$ cat src/rtl/race_logic_pkg.sv
// Shared types and helpers for the race-logic mux slice.
package race_logic_pkg;

    function automatic int value_width(input int gamma);
        return (gamma > 1) ? $clog2(gamma) : 1;
    endfunction

    localparam int GAMMA_CYCLE_WIDTH_DEF = 16;
    localparam int DEF_VALUE_WIDTH       = value_width(GAMMA_CYCLE_WIDTH_DEF);

    typedef logic [DEF_VALUE_WIDTH-1:0] slot_t;

    typedef enum logic {
        WAIT = 1'b0,
        CAPT = 1'b1
    } chan_state_e;

endpackage

$ cat src/rtl/mux_b_t_t_multi_if.sv
// Binary word / temporal select / temporal output bundle for mux_b_t_t_multi.
interface mux_b_t_t_multi_if #(
    parameter int NUM_INPUTS   = 16,
    parameter int NUM_CHANNELS = 4,
    parameter int VALUE_WIDTH  = 4
);
    logic [NUM_INPUTS*VALUE_WIDTH-1:0] inputs;
    logic [NUM_CHANNELS-1:0]           select;
    logic [NUM_CHANNELS-1:0]           out;
    logic [NUM_CHANNELS-1:0]           out_null;
    logic                              gamma_start;

    modport master (
        output inputs, select,
        input  out, out_null, gamma_start
    );

    modport slave (
        input  inputs, select,
        output out, out_null, gamma_start
    );
endinterface

$ cat src/rtl/mux_b_t_t_chan.sv
// One channel: earliest-select capture, once-per-cycle word sample, temporal output.
// Pulse-coded output when MUX_B_T_T_PULSE_OUT_EN is defined, step-coded otherwise.
module mux_b_t_t_chan
    import race_logic_pkg::*;
#(
    parameter int PULSE_WIDTH = 8,
    parameter int NUM_INPUTS  = 16,
    parameter int VALUE_WIDTH = 4
) (
    input  logic                              clk_i,
    input  logic                              rst_ni,
    input  logic                              live_i,
    input  logic                              boundary_i,
    input  logic [VALUE_WIDTH-1:0]            cur_slot_i,
    input  logic [VALUE_WIDTH-1:0]            nxt_slot_i,
    input  logic [NUM_INPUTS*VALUE_WIDTH-1:0] inputs_i,
    input  logic                              select_i,
    output logic                              out_o,
    output logic                              out_null_o
);
    localparam logic [VALUE_WIDTH:0] NUM_IN_W = (VALUE_WIDTH+1)'(NUM_INPUTS);

    if (PULSE_WIDTH < 1) begin : g_bad_pulse_width
        $error("PULSE_WIDTH must be >= 1");
    end

    chan_state_e            state_q;
    logic [VALUE_WIDTH-1:0] idx_q, emit_val_q, emit_val_d, fin_idx, word_sel;
    logic                   emit_valid_q, emit_valid_d, out_q, out_d, out_null_q;
    logic                   fin_evt, in_range;

    always_comb begin
        // A select first seen in the last slot still counts for this cycle.
        fin_idx  = (state_q == CAPT) ? idx_q : cur_slot_i;
        fin_evt  = (state_q == CAPT) || select_i;
        in_range = ({1'b0, fin_idx} < NUM_IN_W);
        word_sel = '0;
        for (int unsigned i = 0; i < NUM_INPUTS; i++) begin
            if (fin_idx == VALUE_WIDTH'(i)) begin
                word_sel = inputs_i[i*VALUE_WIDTH +: VALUE_WIDTH];
            end
        end

        emit_valid_d = emit_valid_q;
        emit_val_d   = emit_val_q;
        if (boundary_i) begin
            emit_valid_d = fin_evt && in_range;
            emit_val_d   = (fin_evt && in_range) ? word_sel : '0;
        end

        // Output is registered, so it is computed for the slot about to start.
`ifdef MUX_B_T_T_PULSE_OUT_EN
        out_d = emit_valid_d && (nxt_slot_i >= emit_val_d)
                && (32'(nxt_slot_i) < 32'(emit_val_d) + 32'(PULSE_WIDTH));
`else
        out_d = emit_valid_d && (nxt_slot_i >= emit_val_d);
`endif
    end

    always_ff @(posedge clk_i) begin
        if (!rst_ni) begin
            state_q      <= WAIT;
            idx_q        <= '0;
            emit_valid_q <= 1'b0;
            emit_val_q   <= '0;
            out_q        <= 1'b0;
            out_null_q   <= 1'b1;
        end else begin
            emit_valid_q <= emit_valid_d;
            emit_val_q   <= emit_val_d;
            out_q        <= out_d;
            out_null_q   <= !emit_valid_d;
            if (boundary_i) begin
                state_q <= WAIT;
            end else if (live_i && (state_q == WAIT) && select_i) begin
                state_q <= CAPT;
                idx_q   <= cur_slot_i;
            end
        end
    end

    assign out_o      = out_q;
    assign out_null_o = out_null_q;
endmodule

$ cat src/rtl/mux_b_t_t_multi.sv
// Multi-channel binary-to-temporal race-logic mux with free-running gamma slot counter.
// Optional pulse-coded output via MUX_B_T_T_PULSE_OUT_EN.
module mux_b_t_t_multi
    import race_logic_pkg::*;
#(
    parameter int GAMMA_CYCLE_WIDTH = 16,
    parameter int PULSE_WIDTH       = 8,
    parameter int NUM_INPUTS        = 16,
    parameter int NUM_CHANNELS      = 4
) (
    input  logic               aclk,
    input  logic               grst_n,
    mux_b_t_t_multi_if.slave   bus
);
    localparam int VALUE_WIDTH = value_width(GAMMA_CYCLE_WIDTH);
    localparam logic [VALUE_WIDTH-1:0] LAST_SLOT = VALUE_WIDTH'(GAMMA_CYCLE_WIDTH - 1);

    if (GAMMA_CYCLE_WIDTH < 2) begin : g_bad_gamma
        $error("GAMMA_CYCLE_WIDTH must be >= 2");
    end
    if (NUM_INPUTS > GAMMA_CYCLE_WIDTH) begin : g_bad_inputs
        $error("NUM_INPUTS must be <= GAMMA_CYCLE_WIDTH");
    end

    // cnt_q runs one slot ahead of slot_q so gamma_start and outputs can be registered.
    logic [VALUE_WIDTH-1:0]  cnt_q, cnt_d, slot_q;
    logic                    live_q, gamma_start_q, boundary;
    logic [NUM_CHANNELS-1:0] out_w, null_w;

    always_comb begin
        cnt_d = (cnt_q == LAST_SLOT) ? '0 : cnt_q + 1'b1;
    end

    always_ff @(posedge aclk) begin
        if (!grst_n) begin
            cnt_q         <= '0;
            slot_q        <= '0;
            live_q        <= 1'b0;
            gamma_start_q <= 1'b0;
        end else begin
            cnt_q         <= cnt_d;
            slot_q        <= cnt_q;
            live_q        <= 1'b1;
            gamma_start_q <= (cnt_q == '0);
        end
    end

    assign boundary = live_q && (slot_q == LAST_SLOT);

    for (genvar ch = 0; ch < NUM_CHANNELS; ch++) begin : g_chan
        mux_b_t_t_chan #(
            .PULSE_WIDTH (PULSE_WIDTH),
            .NUM_INPUTS  (NUM_INPUTS),
            .VALUE_WIDTH (VALUE_WIDTH)
        ) u_chan (
            .clk_i      (aclk),
            .rst_ni     (grst_n),
            .live_i     (live_q),
            .boundary_i (boundary),
            .cur_slot_i (slot_q),
            .nxt_slot_i (cnt_q),
            .inputs_i   (bus.inputs),
            .select_i   (bus.select[ch]),
            .out_o      (out_w[ch]),
            .out_null_o (null_w[ch])
        );
    end

    assign bus.out         = out_w;
    assign bus.out_null    = null_w;
    assign bus.gamma_start = gamma_start_q;
endmodule

$ cat src/flat_wrapper.sv
// flat-port wrapper written by rule: the top's interface ports become plain ports
module mux_b_t_t_multi_flat import race_logic_pkg::*;
#(
    parameter int GAMMA_CYCLE_WIDTH = 16,
    parameter int PULSE_WIDTH       = 8,
    parameter int NUM_INPUTS        = 16,
    parameter int NUM_CHANNELS      = 4
)
  (aclk, grst_n, bus_inputs, bus_select, bus_out, bus_out_null, bus_gamma_start);
  mux_b_t_t_multi_if #(.NUM_INPUTS(NUM_INPUTS), .NUM_CHANNELS(NUM_CHANNELS), .VALUE_WIDTH((4))) bus_i ();
  input  logic aclk;
  input  logic grst_n;
  input wire logic [$bits(bus_i.inputs)-1:0] bus_inputs;
  input wire logic [$bits(bus_i.select)-1:0] bus_select;
  output wire logic [$bits(bus_i.out)-1:0] bus_out;
  output wire logic [$bits(bus_i.out_null)-1:0] bus_out_null;
  output wire logic [$bits(bus_i.gamma_start)-1:0] bus_gamma_start;
  assign bus_i.inputs = bus_inputs;
  assign bus_i.select = bus_select;
  assign bus_out = bus_i.out;
  assign bus_out_null = bus_i.out_null;
  assign bus_gamma_start = bus_i.gamma_start;
  mux_b_t_t_multi #(.GAMMA_CYCLE_WIDTH(GAMMA_CYCLE_WIDTH), .PULSE_WIDTH(PULSE_WIDTH), .NUM_INPUTS(NUM_INPUTS), .NUM_CHANNELS(NUM_CHANNELS)) u_core (.aclk(aclk), .grst_n(grst_n), .bus(bus_i));
endmodule
$ cat config.mk
export PLATFORM = sky130hd
export DESIGN_NAME = mux_b_t_t_multi_flat
export DESIGN_NICKNAME = d
export VERILOG_FILES = /design/src/rtl/race_logic_pkg.sv /design/src/rtl/mux_b_t_t_multi_if.sv /design/src/rtl/mux_b_t_t_chan.sv /design/src/rtl/mux_b_t_t_multi.sv /design/src/flat_wrapper.sv
export SDC_FILE = /design/constraint.sdc
export NUM_CORES = 1
export LEC_CHECK = 0
export ABC_AREA = 1
export BUFFER_PORTS_ARGS = -buffer_cell sky130_fd_sc_hd__buf_2
export CAP_MARGIN = 20
export CORE_UTILIZATION = 45
export DETAILED_ROUTE_END_ITERATION = 8
export GPL_TIMING_DRIVEN = 1
export PLACE_DENSITY = 0.65
export SLEW_MARGIN = 20
export SYNTH_ARGS = -nofsm -noshare
export SYNTH_HDL_FRONTEND = slang
export SYNTH_SLANG_ARGS = --single-unit
$ cat constraint.sdc
create_clock -name aclk -period 6.1 [get_ports aclk]
set_input_delay 0.305 -clock aclk [delete_from_list [all_inputs] [get_ports aclk]]
set_output_delay 0.305 -clock aclk [all_outputs]
set_load 0.05 [all_outputs]
After elaboration in Yosys (flattened, before gate mapping) --
Cells that the tools add are included.
Operators by class: $add $sub $neg 1, mux-type cells 81, $lt $le $gt $ge 4, bitwise gates (word level) 6, eq/ne operators 62, reduce and logical (&&, ||, !) cells 32
Operators by type and width (number):
- $mux 4 | 76
- $eq 4x4->1 const B | 34
- $eq 4x3->1 const B | 16
- $eq 4x2->1 const B | 8
- $logic_not 4->1 | 5
- $eq 4x1->1 const B | 4
- $ge 4x4->1 | 4
- $logic_and 1x1->1 | 13
- $reduce_and 2->1 | 4
- $not 1->1 | 6
- $mux 1 | 5
- $add 4x1->4 const B | 1
- $logic_not 1->1 | 4
- $logic_or 1x1->1 | 4
- $reduce_or 2->1 | 2
Storage, ports and cells: word-level logic and storage cells 214, register bits 58

Depth between registers and ports, before layout --
Gate-level depths: netlist (run 1).
depth after elaboration 22, mapped depth 26

Modules after synthesis --
Synthesis (run 1) repeated with hierarchy kept, for this count alone.
Unflattened totals: cell total of the unflattened synthesis 979, area total of the unflattened synthesis 5616.6 sq um
By module, submodules not included:
- mux_b_t_t_chan (u_core.g_chan[1].u_chan ...) | area an instance 1322.5 sq um, sequential area each 240.2 sq um, times used 3, cells each 234
- mux_b_t_t_chan (u_core.g_chan[0].u_chan) | area an instance 1296.2 sq um, sequential area each 240.2 sq um, times used 1, cells each 234
- mux_b_t_t_multi | area an instance 352.8 sq um, sequential area each 200.2 sq um, times used 1, cells each 43

Worst setup path before layout (run 1) --
Ideal clock, no wire load.
path type register to register, from reg u_core.g_chan[2].u_chan.state_q, to reg u_core.g_chan[2].u_chan.out_q, stages on the path, launching flop included 23, data arrival time 2326 ps, buffers on the path 1, path slack 3659 ps, cells stage by stage dfxtp_1 buf_4 inv_4 nand2_1 nand2_2 inv_1 nor2_4 nand2_2 inv_2 nand2_1 nand2_1 nand4_1 nor3_1 nand4_1 nor2_1 nand4_1 a21boi_1 ha_1 a21boi_0 o21ai_0 nand2_1 a21oi_1 nor2_1
On the way: cells in the longest elaborated chain, start to end 22, elaborated cells on any way between the ends 39, classes of those cells order compare (1); eq/ne (15); mux (20); reduce/logical (3)
Ends and longest elaborated chain:
- start: declaration | line mux_b_t_t_chan.sv:27 | chan_state_e state_q;
- start signal: assignment | line mux_b_t_t_chan.sv:62 | state_q <= WAIT;
- start signal: assignment | line mux_b_t_t_chan.sv:74 | state_q <= WAIT;
- start signal: assignment | line mux_b_t_t_chan.sv:76 | state_q <= CAPT;
- $mux 4 | line mux_b_t_t_chan.sv:34 | fin_idx = (state_q == CAPT) ? idx_q : cur_slot_i;
- $logic_not 4->1 | line mux_b_t_t_chan.sv:39 | if (fin_idx == VALUE_WIDTH'(i)) begin
- $mux 4 (16 in series) | line mux_b_t_t_chan.sv:39
- $mux 4 | line mux_b_t_t_chan.sv:48 | emit_val_d = (fin_evt && in_range) ? word_sel : '0;
- $mux 4 | line mux_b_t_t_chan.sv:46 | if (boundary_i) begin
- $ge 4x4->1 | line mux_b_t_t_chan.sv:56 | out_d = emit_valid_d && (nxt_slot_i >= emit_val_d);
- $logic_and 1x1->1 (*) | line mux_b_t_t_chan.sv:56
- end signal: assignment | line mux_b_t_t_chan.sv:71 | out_q <= out_d;
- end: declaration | line mux_b_t_t_chan.sv:29 | logic emit_valid_q, emit_valid_d, out_q, out_d, out_null_q;
Mark *: on every way between the ends. The rest lies on a longest branch, timed or not. A chain may end at the register's enable or synchronous reset.

Final worst setup path (run 1) --
from reg u_core.g_chan[1].u_chan.state_q, to reg u_core.g_chan[1].u_chan.out_q
On the way: cells in the longest elaborated chain, start to end 22, elaborated cells on any way between the ends 39, classes of those cells order compare (1); eq/ne (15); mux (20); reduce/logical (3)
Ends and longest elaborated chain (line):
- start: declaration | mux_b_t_t_chan.sv:27
- start signal: assignment | mux_b_t_t_chan.sv:62
- start signal: assignment | mux_b_t_t_chan.sv:74
- start signal: assignment | mux_b_t_t_chan.sv:76
- $mux 4 | mux_b_t_t_chan.sv:34
- $logic_not 4->1 | mux_b_t_t_chan.sv:39
- $mux 4 (16 in series) | mux_b_t_t_chan.sv:39
- $mux 4 | mux_b_t_t_chan.sv:48
- $mux 4 | mux_b_t_t_chan.sv:46
- $ge 4x4->1 | mux_b_t_t_chan.sv:56
- $logic_and 1x1->1 (*) | mux_b_t_t_chan.sv:56
- end signal: assignment | mux_b_t_t_chan.sv:71
- end: declaration | mux_b_t_t_chan.sv:29
Marks and branches as above.

==> flow_summary_export.csv, run 1 <==
group,metric,value,unit
routing,drt_pre_antenna_iters,5,
timing,setup_violations,0,
synth,synth_seq_cells,58,
placed_design,place_ws,2.86,ns
placed_design,place_congestion,0.999,
synth,synth_area,5270,um^2
synth,syn_nets,1050,
synth,synthXorXnorAreaFrac,0.332,%
floorplanning,ios,79,
layout,fin_area,5990,um^2
floorplanning,dieArea,12200,um^2
global_routing,grt.total_usage,30.4,%
layout,drive_above_1_share,12.1,%
floorplanning,fp.coreArea,11400,um^2
floorplanning,row_count,39,
critical_path,max_stage_delay,0.66,ns
critical_path,start_kind,"register",
timing,clock_skew,0.00620,ns
critical_path,r2r-end,"u_core.g_chan[1].u_chan.out_o",
synth,ys_types,28,
clock_tree,clk_latency,0.33,ns
timing,rsz0062_at_grt,"false",
synth,synthAdderAreaFrac,4.27,%
routing,first_iter_violations,629,
routing,vias_per_cell,5.23,
synth,yosysSeqAreaShare,22.0,%
clock_tree,clkSinkCount,58,
routing,dr_total_vias,6164,
synth,synth_cells,962,
routing,routed_wl,18100,um
routing,remaining_drc_errors,0,
layout,fillers,1280,
clock_tree,clk_path_buf_depth,2,
floorplanning,start_util,46.2,%
critical_path,crit_required,6.32,ns
global_routing,overflow,0,
clock_tree,cts_root_buf,"clkbuf_16",
placed_design,port_buffers,78,
min_path,whs_path_depth,3,
critical_path,end_kind,"register",
clock_tree,holdBufCountCts,0,
layout,antenna_cells,0,
critical_path,worstPathCellList,"o21ai_1, nor2_1, inv_1, nor2_1, nand2_1, nand2_1, nand4_1, a21boi_2, ha_1, a21boi_0, o21ai_0, nand2_1, a21oi_1, nor2_1",
clock_tree,cts.repair.resized,0,
synth,synth-compound-area-share,17.0,%
critical_path,path_max_fanout,18,
placed_design,dp_hpwl,14600,um
layout,nets,1119,
power_and_ir_drop,p_per_area,207,nW/um^2
floorplanning,die_w,110,um
clock_tree,htree_levels,3,
power_and_ir_drop,irDropWorstVdd,0.243,mV
run_status,status,"complete, no violations",
synth,synth_top_family_by_area,"simple AND/OR/NAND/NOR gates",
critical_path,arrival,3.56,ns
critical_path,ff2ff_setup_slack,2.76,ns
critical_path,r2r_cells,14,
global_routing,grt_pass1_wl,27700,um
timing,tightest_slew,0.781,ns
timing,finalWorstSetupSlack,2.76,ns
routing,post_drt_wl_per_cell,15.4,um
critical_path,critical_path.slowest_cell,"dfxtp_1",
power_and_ir_drop,power.total,1.24,mW
placed_design,place_area,5710,um^2
timing,fin_crit,3.34,ns
timing,tns,0,ns
layout,mostFrequentLayoutCells,"322 x nand2_1, 144 x inv_1, 119 x nor2_1",
clock_tree,cts_tree,"yes",
timing,finalMaxSlewViolations,0,
layout,area_growth,13.6,%
timing,fmax,300,MHz
clock_tree,clk_pin_slew,0.05,ns
global_routing,grt_max_degree,30,
critical_path,r2r_start,"u_core.g_chan[1].u_chan.state_q",
synth,yosysWarnings,0,
synth,synthSimpleGateAreaFrac,42.8,%
run,cap_violations,0,
power_and_ir_drop,p_leak,2.92,nW
timing,timing.final.crit_share,54.7,%
min_path,hold_path_class,"primary input to register",
timing,hold_slack,0.316,ns
synth,muxShareOfSynthArea,0,%
global_routing,grt_pass1_vias,5401,
layout,mostFrequentLayoutCell,"nand2_1",
clock_tree,cts_buffers,9,
critical_path,critPathKind,"register to register",
timing,max_slew_margin,47.9,%
clock_tree,postCtsSetupBuffers,0,
synth,syn_avg_cell_area,5.48,um^2
min_path,min_to,"u_core.g_chan[2].u_chan.state_q",
routing,postRouteAntennaNets,0,
min_path,hp-start,"bus_select[2]",
timing,finalHoldViolCount,0,
floorplanning,dieHeight,110,um
global_routing,antenna_found_initial,0,
## metrics by stage
step,std cells,util (%)
after floorplan,962,-
after global placement,1163,50.0
after detailed placement,1163,50.0
after CTS,1179,52.5
after global routing,1179,52.5
final,1179,52.5
## critical path, delay by kind of cell, from the launching register on
family / cells / cell delay, ns
flip-flops: 1 / 0.66
buffers and inverters: 1 / 0.15
AO/OA/AOI/OAI: 5 / 0.78
adder cells (fa/ha/maj): 1 / 0.24
AND/OR/NAND/NOR: 7 / 1.39
## synth_stat cells
library cell / number / share of area (%)
or2_2: 2 / 0.24
a21boi_2: 1 / 0.21
nor3_1: 11 / 1.0
nand4_1: 35 / 4.2
nor2_1: 119 / 8.5
o21ai_0: 39 / 3.7
nand2_2: 5 / 0.59
o21ai_2: 5 / 0.83
a211oi_1: 4 / 0.57
inv_2: 8 / 0.57
nor2_4: 2 / 0.43
buf_4: 11 / 1.6
xnor2_1: 1 / 0.17
o21ai_1: 19 / 1.8
xor2_1: 1 / 0.17
nand3_1: 42 / 4.0
ha_1: 18 / 4.3
inv_4: 1 / 0.12
a21boi_1: 10 / 1.4
nor2_2: 8 / 0.95
dfxtp_1: 58 / 22
nand2_1: 322 / 23
inv_1: 144 / 10
a21boi_0: 5 / 0.71
clkbuf_1: 7 / 0.50
buf_6: 3 / 0.64
o22ai_1: 1 / 0.12
a21oi_1: 80 / 7.6
## kinds of logic (layout without fill, tap and decap cells)
family,count (synthesis),after routing
simple gates,546,546
buf+inv,174,248
fa+ha+maj,18,18
flops,58,58
xor+xnor,2,2
compound gates,164,164
## layout make-up
| type | count | area [um^2] | area share, % |
|---|---|---|---|
| Inverter | 153 | 577 | 9.63 |
| Sequential cell | 58 | 1160 | 19.4 |
| Clock buffer | 14 | 274 | 4.57 |
| Clock inverter | 2 | 10.0 | 0.167 |
| Multi-Input combinational cell | 730 | 3390 | 56.6 |
| Timing Repair Buffer | 79 | 398 | 6.64 |
| Tap cell | 143 | 179 | 2.99 |
## worst max-delay path by stage
stage / from / endpoint / cells after the start
floorplan: u_core.g_chan[2].u_chan.state_q / u_core.g_chan[2].u_chan.out_o / 22
global placement: u_core.g_chan[0].u_chan.state_q / u_core.g_chan[0].u_chan.out_o / 24
detailed placement: u_core.g_chan[0].u_chan.state_q / u_core.g_chan[0].u_chan.out_o / 24
CTS: u_core.g_chan[0].u_chan.state_q / u_core.g_chan[0].u_chan.out_o / 24
global route: u_core.g_chan[0].u_chan.state_q / u_core.g_chan[0].u_chan.out_o / 24
finish: u_core.g_chan[1].u_chan.state_q / u_core.g_chan[1].u_chan.out_o / 14
## registers in the layout, indices dropped and copies added (netlist names)
register                           flops
u_core.g_chan.u_chan.emit_valid_q      4
u_core.g_chan.u_chan.emit_val_q       16
u_core.g_chan.u_chan.out_o             4
u_core.cnt_q                           4
u_core.bus.gamma_start                 1
u_core.g_chan.u_chan.out_null_o        4
u_core.g_chan.u_chan.idx_q            16
u_core.slot_q                          4
u_core.live_q                          1
u_core.g_chan.u_chan.state_q           4
## routing by layer
metal | track usage [%] | vias up | wire length [um]
met3 | 3.53 | 45 | 1010
met1 | 40.0 | 2690 | 8230
met2 | 49.0 | 248 | 8140
met4 | 15.3 | 0 | 764
li1 | - | 3181 | -
met5 | 0 | - | 0
## power breakdown
group / internal (mW) / leakage (nW) / switching [mW]
Combinational: 0.108 / 2.30 / 0.254
Sequential: 0.392 / 0.472 / 0.0184
Clock: 0.306 / 0.143 / 0.165
Total: 0.806 / 2.92 / 0.437
No activity file was read; power rests on OpenSTA's default activity.
==> inputs of run 2 (changes only) <==
--- a/config.mk
+++ b/config.mk
@@ -5,13 +5,12 @@
 export SDC_FILE = /design/constraint.sdc
 export NUM_CORES = 1
 export LEC_CHECK = 0
-export ABC_AREA = 1
+export ABC_AREA = 0
 export BUFFER_PORTS_ARGS = -buffer_cell sky130_fd_sc_hd__buf_2
 export CAP_MARGIN = 20
 export CORE_UTILIZATION = 45
 export DETAILED_ROUTE_END_ITERATION = 8
 export GPL_TIMING_DRIVEN = 1
-export PLACE_DENSITY = 0.65
 export SLEW_MARGIN = 20
 export SYNTH_ARGS = -nofsm -noshare
 export SYNTH_HDL_FRONTEND = slang
==> constraint.sdc (replaced) <==
create_clock -name aclk -period 3.1 [get_ports aclk]
set_input_delay 0.155 -clock aclk [delete_from_list [all_inputs] [get_ports aclk]]
set_output_delay 0.155 -clock aclk [all_outputs]
set_load 0.05 [all_outputs]
==> run 2 against run 1 <==
Register-to-register slack worse by 2.7 ns. Global-route usage is 16 points higher. First-iteration DRC count is 140% higher. Cell area is 34% higher. Critical endpoint is now u_core.g_chan[2].u_chan.out_o.
==> flow_summary_export.csv, run 2 <==
group,metric,value,unit
synth,synth_cells,863,
synth,synthAdderAreaFrac,3.49,%
layout,reg_top3,"u_core.g_chan.u_chan.emit_val_q x16, u_core.g_chan.u_chan.idx_q x16",
floorplanning,dieArea,14800,um^2
timing,fin_crit,3.03,ns
synth,synth_area_leaders,"dfxtp_1 18%, o21ai_0 5.3%, nand2_1 4.1%",
synth,postSynth.asyncResetShare,0,%
critical_path,end_kind,"register",
routing,drt_pre_antenna_iters,8,
power_and_ir_drop,p_leak,3.31,nW
synth,synthXorXnorAreaFrac,0.136,%
routing,routed_wl,33800,um
placed_design,dp_hpwl,26100,um
power_and_ir_drop,power.total,2.94,mW
min_path,whs_path_depth,3,
clock_tree,clk_latency,0.35,ns
timing,tightest_slew,0.666,ns
layout,nets,1082,
critical_path,critPathKind,"register to register",
global_routing,grt_max_degree,36,
synth,synth_top_area_share,18.0,%
timing,finalMaxSlewViolations,0,
floorplanning,fp.coreArea,13900,um^2
synth,synth.most_common_cell,"nand2_1",
synth,yosysWarnings,0,
layout,antenna_cells,0,
floorplanning,row_count,43,
timing,timing.final.crit_share,97.8,%
global_routing,grt_use_met2,70.1,%
placed_design,port_buffers,78,
global_routing,grt_util_met1,58.3,%
critical_path,worstPathCellList,"buf_4, mux2_2, a222oi_1, a311o_1, nand4_1, nand2_1, ha_1, a21o_1, a21oi_1, nor2_1",
synth,synth_seq_cells,58,
layout,mostFrequentLayoutCell,"buf_4",
synth,yosysSeqAreaShare,18.0,%
routing,remaining_drc_errors,0,
synth,syn_avg_cell_area,7.47,um^2
critical_path,path_max_fanout,13,
floorplanning,dieHeight,122,um
synth,synth_flop_cell,"dfxtp_1",
synth,ys_types,91,
synth,synth-compound-area-share,41.1,%
timing,clock_skew,0.0154,ns
routing,dr_total_vias,8490,
critical_path,critPathTopFamily,"compound AO/OA/AOI/OAI gates",
global_routing,grt_pass1_vias,7839,
global_routing,busiest_layer,"met2",
critical_path,crit_required,3.33,ns
clock_tree,clk_pin_slew,0.06,ns
clock_tree,cts_tree,"yes",
critical_path,start_kind,"register",
power_and_ir_drop,p_per_area,366,nW/um^2
synth,synth_top_family_by_area,"compound AO/OA/AOI/OAI gates",
synth,synth_top_area_cell,"dfxtp_1",
placed_design,place_congestion,1.17,
global_routing,overflow,0,
clock_tree,cts_root_buf,"clkbuf_16",
routing,postRouteAntennaNets,0,
floorplanning,start_util,46.3,%
clock_tree,htree_levels,3,
clock_tree,clk_path_buf_depth,2,
critical_path,r2r_cells,10,
synth,muxShareOfSynthArea,6.07,%
synth,synthSimpleGateAreaFrac,23.0,%
synth,syn_nets,951,
timing,rsz0062_at_grt,"false",
run_status,status,"complete, no violations",
synth,synth_edf_count,0,
critical_path,max_stage_delay,0.54,ns
routing,post_drt_wl_per_cell,28.6,um
layout,mostFrequentLayoutCells,"109 x buf_4, 78 x buf_2, 70 x nand2_1",
floorplanning,die_w,122,um
clock_tree,cts_buffers,9,
routing,vias_per_cell,7.20,
timing,fmax,330,MHz
critical_path,path_buf_inv,1,
layout,final_util,57.6,%
critical_path,cp_num_cells,10,
run,cap_violations,0,
timing,max_slew_margin,55.4,%
synth,netlist_top_cells_count,"70 x nand2_1, 69 x nor2_1, 68 x o21ai_0, 58 x dfxtp_1, 40 x a21oi_1",
timing,tns,0,ns
global_routing,met3_usage,10.8,%
global_routing,grt.total_usage,46.4,%
critical_path,arrival,3.26,ns
clock_tree,holdBufCountCts,0,
floorplanning,ios,79,
critical_path,critical_path.slowest_cell,"a222oi_1",
min_path,hold_path_class,"primary input to register",
timing,finalHoldViolCount,0,
synth,synth_area,6450,um^2
power_and_ir_drop,irDropWorstVdd,0.232,mV
global_routing,grt_pass1_wl,49600,um
layout,area_growth,24.5,%
routing,first_iter_violations,1512,
layout,drive_above_1_share,27.7,%
timing,setup_violations,0,
clock_tree,clkSinkCount,58,
global_routing,antenna_found_initial,0,
## run 2: changes by cell type in the layout (fill, tap and decap cells not counted), sizes merged, moves of 17 or more
cell / previous run / this run
o21ai: 63 / 85
o211ai: 0 / 21
mux2i: 0 / 24
nand2b: 0 / 18
nand4: 35 / 2
nand2: 327 / 71
a21oi: 80 / 40
a22oi: 0 / 17
nand3: 42 / 14
o22ai: 1 / 22
inv: 153 / 36
nor2: 129 / 69
buf: 79 / 194
## run 2: per-stage QoR
stage          cell area [um^2]  hold WS [ns]  std cells  setup slack, ns
3_5_place_dp               7590         0.427       1160          -0.0707
6_report                   8030        0.0784       1179           0.0671
2_1_floorplan              6450         0.183        863            0.315
3_3_place_gp               7590         0.430       1160         -0.00998
5_1_grt                    8030         0.141       1179          0.00694
4_1_cts                    7920        0.0643       1176          0.00614
## run 2: worst paths after layout
check | startpoint | end | slack [ns]
worst max register to register | u_core.g_chan[2].u_chan.state_q | u_core.g_chan[2].u_chan.out_o | 0.07
worst max-delay path | u_core.g_chan[2].u_chan.state_q | u_core.g_chan[2].u_chan.out_o | 0.07
worst min register to register | u_core.g_chan[0].u_chan.emit_valid_q | u_core.g_chan[0].u_chan.out_null_o | 0.52
worst min-delay path | bus_select[1] | u_core.g_chan[1].u_chan.state_q | 0.08
## run 2: layout make-up
type	count	area, um^2
inverters	35	131
flip-flops and latches	58	1180
clock inverters	7	101
well taps	180	225
clock buffers	9	225
multi-input cells	696	4830
repair buffers	194	1340
fillers	1357	5900
## run 2: power breakdown
group	leakage, nW	total (mW)	internal (mW)	switching (mW)
Clock	0.152	1.13	0.708	0.421
Sequential	0.477	0.817	0.769	0.0480
Combinational	2.68	0.992	0.388	0.604
## run 2: worst reg2reg max path, cell delays in order (launching register included)
cell      delay [ns]
dfxtp_2         0.47
buf_4           0.26
mux2_2          0.45
a222oi_1        0.54
a311o_1         0.34
nand4_1         0.19
nand2_1         0.11
ha_1            0.23
a21o_1          0.15
a21oi_1         0.14
nor2_1          0.05
## run 2: cells by family (layout without fill, tap and decap cells)
logic type | count (synthesis) | after routing
XOR/XNOR | 1 | 1
buffers and inverters | 109 | 245
AO/OA/AOI/OAI | 364 | 364
AND/OR/NAND/NOR | 279 | 279
adder cells (fa/ha/maj) | 18 | 18
flip-flops | 58 | 58
multiplexers | 34 | 34
## run 2: repair_timing
action	in CTS	in global routing
gates resized for setup	3	25
buffers inserted	0	3
endpoints found under the setup margin	3	4
pin swaps	0	8
hold endpoints to repair	0	0
## run 2: layer usage
| layer | vias to the layer above | routed length, um |
|---|---|---|
| met5 | - | 0 |
| li1 | 3607 | - |
| met1 | 3967 | 12500 |
| met2 | 738 | 14500 |
| met4 | 0 | 2560 |
| met3 | 178 | 4210 |
